<file path="src/rtl/clock_cache.sv">
// Fully associative K-way cache with CLOCK (second-chance) replacement.
// Define CLOCK_CACHE_EVICT_OUT_EN to expose evict_valid/evict_addr/evict_val for victims.
module clock_cache #(
  parameter int ADDR_WIDTH = 8,
  parameter int LINE_WIDTH = 32,
  parameter int K          = 4
) (
  input  logic                  clock,
  input  logic                  reset,
  input  logic [ADDR_WIDTH-1:0] in_addr,
  input  logic [LINE_WIDTH-1:0] in_val,
  input  logic                  read,
  input  logic                  write,
  output logic                  ready,
  output logic                  done,
  output logic                  hit,
  output logic [LINE_WIDTH-1:0] out_val
`ifdef CLOCK_CACHE_EVICT_OUT_EN
  ,
  output logic                  evict_valid,
  output logic [ADDR_WIDTH-1:0] evict_addr,
  output logic [LINE_WIDTH-1:0] evict_val
`endif
);

  localparam int PW = (K > 1) ? $clog2(K) : 1;

  typedef enum logic {IDLE, SWEEP} state_t;

  state_t                r_state;
  state_t                w_nextState;
  logic [K-1:0]          r_valid;
  logic [K-1:0]          r_ref;
  logic [ADDR_WIDTH-1:0] r_addr [K];
  logic [LINE_WIDTH-1:0] r_val  [K];
  logic [PW-1:0]         r_ptr;
  logic [ADDR_WIDTH-1:0] r_pendAddr;
  logic [LINE_WIDTH-1:0] r_pendVal;
  logic                  r_done;
  logic                  r_hit;
  logic [LINE_WIDTH-1:0] r_outVal;

  logic                  w_hitAny;
  logic [PW-1:0]         w_hitIdx;
  logic                  w_freeAny;
  logic [PW-1:0]         w_freeIdx;
  logic [PW-1:0]         w_ptrNext;
  logic                  w_doWrite;
  logic                  w_doRead;
  logic                  w_startSweep;
  logic                  w_ptrRef;

  // Scanning downwards leaves the lowest matching / lowest invalid index.
  always_comb begin
    w_hitAny  = 1'b0;
    w_hitIdx  = '0;
    w_freeAny = 1'b0;
    w_freeIdx = '0;
    for (int i = K - 1; i >= 0; i--) begin
      if (r_valid[i] && (r_addr[i] == in_addr)) begin
        w_hitAny = 1'b1;
        w_hitIdx = PW'(i);
      end
      if (!r_valid[i]) begin
        w_freeAny = 1'b1;
        w_freeIdx = PW'(i);
      end
    end
  end

  assign w_ptrNext    = (r_ptr == PW'(K - 1)) ? '0 : r_ptr + 1'b1;
  assign w_doWrite    = (r_state == IDLE) && write;
  assign w_doRead     = (r_state == IDLE) && read && !write;
  assign w_startSweep = w_doWrite && !w_hitAny && !w_freeAny;
  assign w_ptrRef     = r_ref[r_ptr];

  always_ff @(posedge clock or posedge reset) begin
    if (reset) begin
      r_state <= IDLE;
    end else begin
      r_state <= w_nextState;
    end
  end

  always_comb begin
    w_nextState = r_state;
    case (r_state)
      IDLE:    if (w_startSweep) w_nextState = SWEEP;
      SWEEP:   if (!w_ptrRef)    w_nextState = IDLE;
      default: w_nextState = IDLE;
    endcase
  end

  always_ff @(posedge clock or posedge reset) begin
    if (reset) begin
      r_valid    <= '0;
      r_ref      <= '0;
      r_ptr      <= '0;
      r_pendAddr <= '0;
      r_pendVal  <= '0;
      r_done     <= 1'b0;
      r_hit      <= 1'b0;
      r_outVal   <= '0;
      for (int i = 0; i < K; i++) begin
        r_addr[i] <= '0;
        r_val[i]  <= '0;
      end
    end else begin
      r_done <= 1'b0;
      if (w_doWrite) begin
        if (w_hitAny) begin
          r_val[w_hitIdx] <= in_val;
          r_ref[w_hitIdx] <= 1'b1;
          r_done          <= 1'b1;
          r_hit           <= 1'b1;
        end else if (w_freeAny) begin
          r_valid[w_freeIdx] <= 1'b1;
          r_ref[w_freeIdx]   <= 1'b1;
          r_addr[w_freeIdx]  <= in_addr;
          r_val[w_freeIdx]   <= in_val;
          r_done             <= 1'b1;
          r_hit              <= 1'b0;
        end else begin
          r_pendAddr <= in_addr;
          r_pendVal  <= in_val;
        end
      end else if (w_doRead) begin
        r_done <= 1'b1;
        r_hit  <= w_hitAny;
        if (w_hitAny) begin
          r_outVal        <= r_val[w_hitIdx];
          r_ref[w_hitIdx] <= 1'b1;
        end
      end else if (r_state == SWEEP) begin
        // Second chance: a referenced way loses its bit, an unreferenced one is the victim.
        if (w_ptrRef) begin
          r_ref[r_ptr] <= 1'b0;
        end else begin
          r_addr[r_ptr] <= r_pendAddr;
          r_val[r_ptr]  <= r_pendVal;
          r_ref[r_ptr]  <= 1'b1;
          r_done        <= 1'b1;
          r_hit         <= 1'b0;
        end
        r_ptr <= w_ptrNext;
      end
    end
  end

`ifdef CLOCK_CACHE_EVICT_OUT_EN
  logic                  r_evictValid;
  logic [ADDR_WIDTH-1:0] r_evictAddr;
  logic [LINE_WIDTH-1:0] r_evictVal;

  always_ff @(posedge clock or posedge reset) begin
    if (reset) begin
      r_evictValid <= 1'b0;
      r_evictAddr  <= '0;
      r_evictVal   <= '0;
    end else begin
      r_evictValid <= 1'b0;
      if ((r_state == SWEEP) && !w_ptrRef) begin
        r_evictValid <= 1'b1;
        r_evictAddr  <= r_addr[r_ptr];
        r_evictVal   <= r_val[r_ptr];
      end
    end
  end

  assign evict_valid = r_evictValid;
  assign evict_addr  = r_evictAddr;
  assign evict_val   = r_evictVal;
`endif

  assign ready   = (r_state == IDLE);
  assign done    = r_done;
  assign hit     = r_hit;
  assign out_val = r_outVal;

endmodule

</file>
<file path="config.mk">
export PLATFORM = sky130hd
export DESIGN_NAME = clock_cache
export DESIGN_NICKNAME = d
export VERILOG_FILES = /design/src/rtl/clock_cache.sv
export SDC_FILE = /design/constraint.sdc
export NUM_CORES = 1
export LEC_CHECK = 0
export ABC_AREA = 1
export ABC_CLOCK_PERIOD_IN_PS = 9700
export BUFFER_PORTS_ARGS = -buffer_cell sky130_fd_sc_hd__buf_2
export CORE_ASPECT_RATIO = 0.5
export CORE_MARGIN = 2
export CORE_UTILIZATION = 35
export CTS_CLUSTER_DIAMETER = 80
export CTS_CLUSTER_SIZE = 16
export DETAILED_ROUTE_END_ITERATION = 6
export SKIP_CTS_REPAIR_TIMING = 1
export SYNTH_ARGS = -nofsm -noshare
export SYNTH_HDL_FRONTEND = slang
export SYNTH_SLANG_ARGS = --single-unit
</file>
<file path="constraint.sdc">
create_clock -name clock -period 9.7 [get_ports clock]
set_input_delay 0.97 -clock clock [delete_from_list [all_inputs] [get_ports clock]]
set_output_delay 0.97 -clock clock [all_outputs]
set_load 0.02 [all_outputs]
</file>
# Word-level counts from Yosys, hierarchy flattened
# Index checks and enable logic that the tools add are counted.
[word_totals]
register_bits = 245
in_bits = 44
out_inout_bits = 35
word_cells = 161
[classes]
add_sub_neg = 1
order_cmp = 12
n_eq_ne = 12
n_mux = 77
n_bitwise = 14
n_reduce_logical = 28
[ops]
columns = ["cell", "n"]
rows = [
  ["128-bit 2-to-1 mux", 6],
  ["128-bit bitwise mux", 3],
  ["32-bit 2-to-1 mux", 11],
  ["32-bit demux with 2-bit select", 3],
  ["32-bit binary-select mux with 2-bit select", 1],
  ["32-bit bitwise mux", 2],
  ["8-bit demux with 2-bit select", 2],
  ["8-bit == test", 4],
  ["4-bit 2-to-1 mux", 7],
  ["1-bit 2-to-1 mux", 26],
  ["2-bit 2-to-1 mux", 9],
  ["3-bit AND reduction", 6],
  ["8-bit 2-to-1 mux", 2],
  ["4-bit bitwise OR", 4],
  ["1-bit logical AND", 15],
  ["3-bit greater-or-equal comparator, second input constant", 3],
  ["2-bit by 3-bit < comparator with 1-bit output, second input constant", 3],
  ["3-bit by 1-bit < comparator with 1-bit output, second input constant", 3],
  ["3-bit != test, second input constant", 3],
  ["2-bit inverter with 3-bit output", 3],
  ["2-bit != test, second input constant", 4],
  ["1-bit demux with 2-bit select", 3],
  ["2-bit by 1-bit greater-or-equal comparator with 1-bit output, second input constant", 3],
  ["1-bit inverter", 5],
  ["other kinds (11)", 13],
]

# Depth between registers and ports, before layout
[depth]
depth_word = 14
ltp_mapped = 17
mapped_depth_nobuf = 16

# Worst setup path after synthesis
# Ideal clock, no wire load.
[synth_timing]
path_kind = "in2reg"
startpoint = "input port in_addr[3]"
endpoint = "register r_val[32] (netlist name)"
setup_time_ns = 0.118
arrival_ns = 2.464
slack_ns = 7.118
cell_stages = 15
path_cell_list = "buf_4 -> inv_2 -> or2_0 -> nand4_2 -> nor2_8 -> nor2_8 -> nand3_4 -> nand2_2 -> nand2_4 -> nand2_4 -> clkinv_2 -> buf_6 -> buf_6 -> nand3_1 -> nand2_1"
[synth_via]
elab_chain_cells = 14
elab_cells_between_ends = 27
cone_classes = "2 x order compare; 5 x eq/ne; 13 x mux; 1 x bitwise; 6 x reduce/logical"
[synth_lines]
columns = ["item", "line_no", "rtl"]
rows = [
  ["start, declared", "10", "input logic [ADDR_WIDTH-1:0] in_addr,"],
  ["8-bit == test", "60", "if (r_valid[i] && (r_addr[i] == in_addr)) begin"],
  ["1-bit logical AND", "60", ""],
  ["2-bit 2-to-1 mux (4 in series)", "60", ""],
  ["2-bit inverter with 3-bit output (not written as such)", "112", "r_val[w_hitIdx] <= in_val;"],
  ["3-bit greater-or-equal comparator (not written as such) or 3-bit by 1-bit < comparator with 1-bit output (tied branches)", "112", ""],
  ["1-bit logical AND (not written as such)", "112", ""],
  ["32-bit 2-to-1 mux (not written as such)", "112", ""],
  ["32-bit demux with 2-bit select", "112", ""],
  ["128-bit bitwise mux", "112", ""],
  ["128-bit 2-to-1 mux", "111", "if (w_hitAny) begin"],
  ["128-bit 2-to-1 mux", "110", "if (w_doWrite) begin"],
  ["end signal, assigned by index", "112", ""],
  ["end signal, assigned by index", "120", "r_val[w_freeIdx] <= in_val;"],
  ["end signal, assigned by index", "140", "r_val[r_ptr] <= r_pendVal;"],
  ["end, declared", "35", "logic [LINE_WIDTH-1:0] r_val [K];"],
]
# Several ways; a longest one is shown, not always the timed one.
# A chain may end at the register's enable or synchronous reset.

# Worst setup path in the final report
[layout_timing]
startpoint = "input port in_addr[7]"
endpoint = "register r_val[29] (netlist name)"
# Same word-level chain as after synthesis.

==> flow_metrics.env <==
export IMPL_hold_viol_final=0
export IMPL_cts_sinks=245
export IMPL_drc_errors=0
export IMPL_maxCapViolCount=0
export IMPL_insertion_delay_ns=0.54
export IMPL_ios=79
export IMPL_synth_seq_area_share=0.429
export IMPL_cts_buffers=19
export IMPL_worst_ep_arrival_time_ns=5.25
export IMPL_fin_area_mm2=0.0154
export IMPL_fmax_ghz=0.210
export IMPL_worst_slack_ns=4.93
export IMPL_die_x_um=290
export IMPL_syn_area_per_cell_um2=7.00
export IMPL_synth_top_area_share=0.429
export IMPL_n_antenna_cell=0
export IMPL_first_pass_iters=5
export IMPL_start_kind="primary input"
export IMPL_post_dp_cell_area_mm2=0.0149
export IMPL_wl_per_cell_um=19.3
export IMPL_grt_pass1_wl_um=78300
export IMPL_hold_ws_ns=0.481
export IMPL_area_delta_synth_final_pct=7.94
export IMPL_grt_overflow_total=0
export IMPL_worst_setup_path_end_kind="flip-flop"
export IMPL_slowest_delay_ns=0.90
export IMPL_worstSetupPathType="in -> reg"
export IMPL_grt_use_total=0.233
export IMPL_tightestPinTransition_ns=1.16
export IMPL_syn_nets=2088
export IMPL_period_share=0.492
export IMPL_synth_area_leader_cell="dfrtp_1"
export IMPL_finalCriticalPeriod_ns=4.77
export IMPL_status="complete, no violations"
export IMPL_rsz0062_at_grt="false"
export IMPL_ys_ff_latch=245
export IMPL_seq_area_mm2=0.00613
export IMPL_ant_nets=0
export IMPL_drt_iter0_markers=1551
export IMPL_routed_wl_um=49700
export IMPL_die_h_um=147
export IMPL_antenna_found_initial=0
export IMPL_crit_top_cell="nand2_1"
export IMPL_drive_above_1_share=0.0946
export IMPL_clockBufferDepth=3
export IMPL_yosysMostFrequentCell="nand2_1"
export IMPL_slowest_stage="nor2_4"
export IMPL_yosys_warnings=0
export IMPL_synth_area_top_cells="dfrtp_1 43%, nand2_1 21%, nand3_1 12%"
export IMPL_rows=52
export IMPL_nets=2076
export IMPL_die_area_mm2=0.0425
export IMPL_fin_skew_ns=0.0222
export IMPL_powerDensity_mw_per_mm2=273
export IMPL_cts_tree="built"
export IMPL_vias_per_cell=5.48
export IMPL_port_buffers=78
export IMPL_num_vias=14100
export IMPL_netlist_instances=2040
export IMPL_nFillCells=4323
export IMPL_slew_headroom=0.227
export IMPL_ys_types=39
export IMPL_synthArstFlopShare=1.00
export IMPL_clk_pin_slew_ns=0.08
export IMPL_drv_slew=0
export IMPL_hpwlAfterDp_um=28300
export IMPL_ys_flop_type="dfrtp_1"
export IMPL_core_area_mm2=0.0403
export IMPL_multi_input_area_mm2=0.00702
export IMPL_grt_pass1_vias=13500
export IMPL_syn_area_mm2=0.0143
export IMPL_grt_max_degree=109
export IMPL_ir_drop_v=0.000184
export IMPL_synth_edf_count=0
export IMPL_h_tree_depth=1
export IMPL_path_cells="buf_2 > inv_2 > nand2_1 > nand2_1 > nor3_1 > nand3_2 > buf_4 > nand2_1 > nor2_4 > nand3_1 > nand2_1 > inv_2 > nor2_4 > nand2_1 > nand2_1"
export IMPL_dp_slack_ns=4.55
export IMPL_synthTopCellsByCount="792 x nand2_1, 341 x nand3_1, 245 x dfrtp_1"
export IMPL_crit_fanout=39
export IMPL_root_buffer="clkbuf_16"
export IMPL_gp_congestion=0.938
export IMPL_initial_core_util=0.354
export IMPL_finalSetupViolations=0
export IMPL_min_path_type="reg -> reg"
export IMPL_fin_setup_tns_ns=0
export IMPL_cp_required_ns=10.18
export IMPL_p_leak_nw=8.39
## through the flow
stage / std cells / total power, mW / utilization
after global placement: 2547 / 3.42 / 0.370
after global routing: 2570 / 4.50 / 0.382
after floorplan: 2040 / 2.94 / -
after detailed placement: 2547 / 3.44 / 0.370
after CTS: 2570 / 4.19 / 0.382
final: 2570 / 4.21 / 0.382
## state kept, by name (all words and copies together), names as in the netlist, named ones only
name / flops
r_pendVal: 32
r_val: 128
r_valid: 4
r_pendAddr: 8
hit: 1
done: 1
r_addr: 32
r_state: 1
r_ptr: 2
out_val: 32
## critical path, delay by kind of cell
kind                   cells  cell delay, ns
AND/OR/NAND/NOR           11            3.32
buffers and inverters      4            0.93
## layer usage
| metal | part of all wire | track usage | vias to the layer above |
|---|---|---|---|
| li1 | - | - | 6592 |
| met1 | 0.44 | 0.330 | 6718 |
| met2 | 0.44 | 0.364 | 647 |
| met3 | 0.084 | 0.0419 | 114 |
| met4 | 0.030 | 0.0700 | 0 |
| met5 | 0 | 0 | - |
## power by group
group | internal [mW] | switching, mW | total, mW | leakage [nW]
sequential | 1.40 | 0.270 | 1.67 | 3.25
clock | 0.355 | 0.392 | 0.746 | 0.248
combinational | 0.508 | 1.29 | 1.79 | 4.89
total | 2.26 | 1.95 | 4.21 | 8.39
## kinds of logic (layout without fill, tap and decap cells)
logic type / Yosys count / count (layout) / share of synthesized area
compound gates: 174 / 174 / 0.0670
xor+xnor: 11 / 11 / 0.00675
buf+inv: 276 / 266 / 0.0818
flops: 245 / 245 / 0.429
simple gates: 1330 / 1330 / 0.412
fa+ha+maj: 4 / 4 / 0.00350
## placed cells by master, fill, tap and decap left out, types with 2 or more instances in the layout
cell,Yosys,layout
nand3_2,8,10
o22ai_1,34,34
nor2_4,4,5
nand4_1,70,70
nand3_1,341,339
o32ai_1,8,8
or2_2,15,15
inv_2,17,17
clkbuf_16,0,19
nand2_4,3,4
o21ai_0,85,85
nand2_1,792,789
nor2_8,2,2
nand2_2,7,9
xor2_1,2,2
nor2_2,2,4
buf_2,51,78
inv_1,128,127
xnor2_1,9,9
nor2_1,59,56
inv_6,0,2
clkinv_2,1,2
or2_1,18,18
a21oi_1,41,41
dfrtp_1,245,245
o21ai_2,2,3
buf_4,8,18
ha_1,4,4
nand3b_1,4,4
## layout make-up
| class | count | area share |
|---|---|---|
| Clock buffer | 20 | 0.0311 |
| Clock inverter | 3 | 0.00146 |
| Inverter | 147 | 0.0364 |
| Multi-Input combinational cell | 1519 | 0.455 |
| Sequential cell | 245 | 0.398 |
| Tap cell | 540 | 0.0438 |
| Timing Repair Buffer | 96 | 0.0341 |
## final timing paths
check	startpoint	depth (start not counted)	to	slack, ns
worst max-delay path	in_addr[7]	15	r_val[29]	4.93
worst min-delay path	r_val[120]	2	r_val[120]	0.48
worst max register to register	r_state	11	r_val[116]	5.02
worst min register to register	r_val[120]	2	r_val[120]	0.48
max in group asynchronous	reset	3	r_val[55]	7.47
min in group asynchronous	reset	2	out_val[7]	0.53
Note: power is estimated with default switching activity, not from simulation.
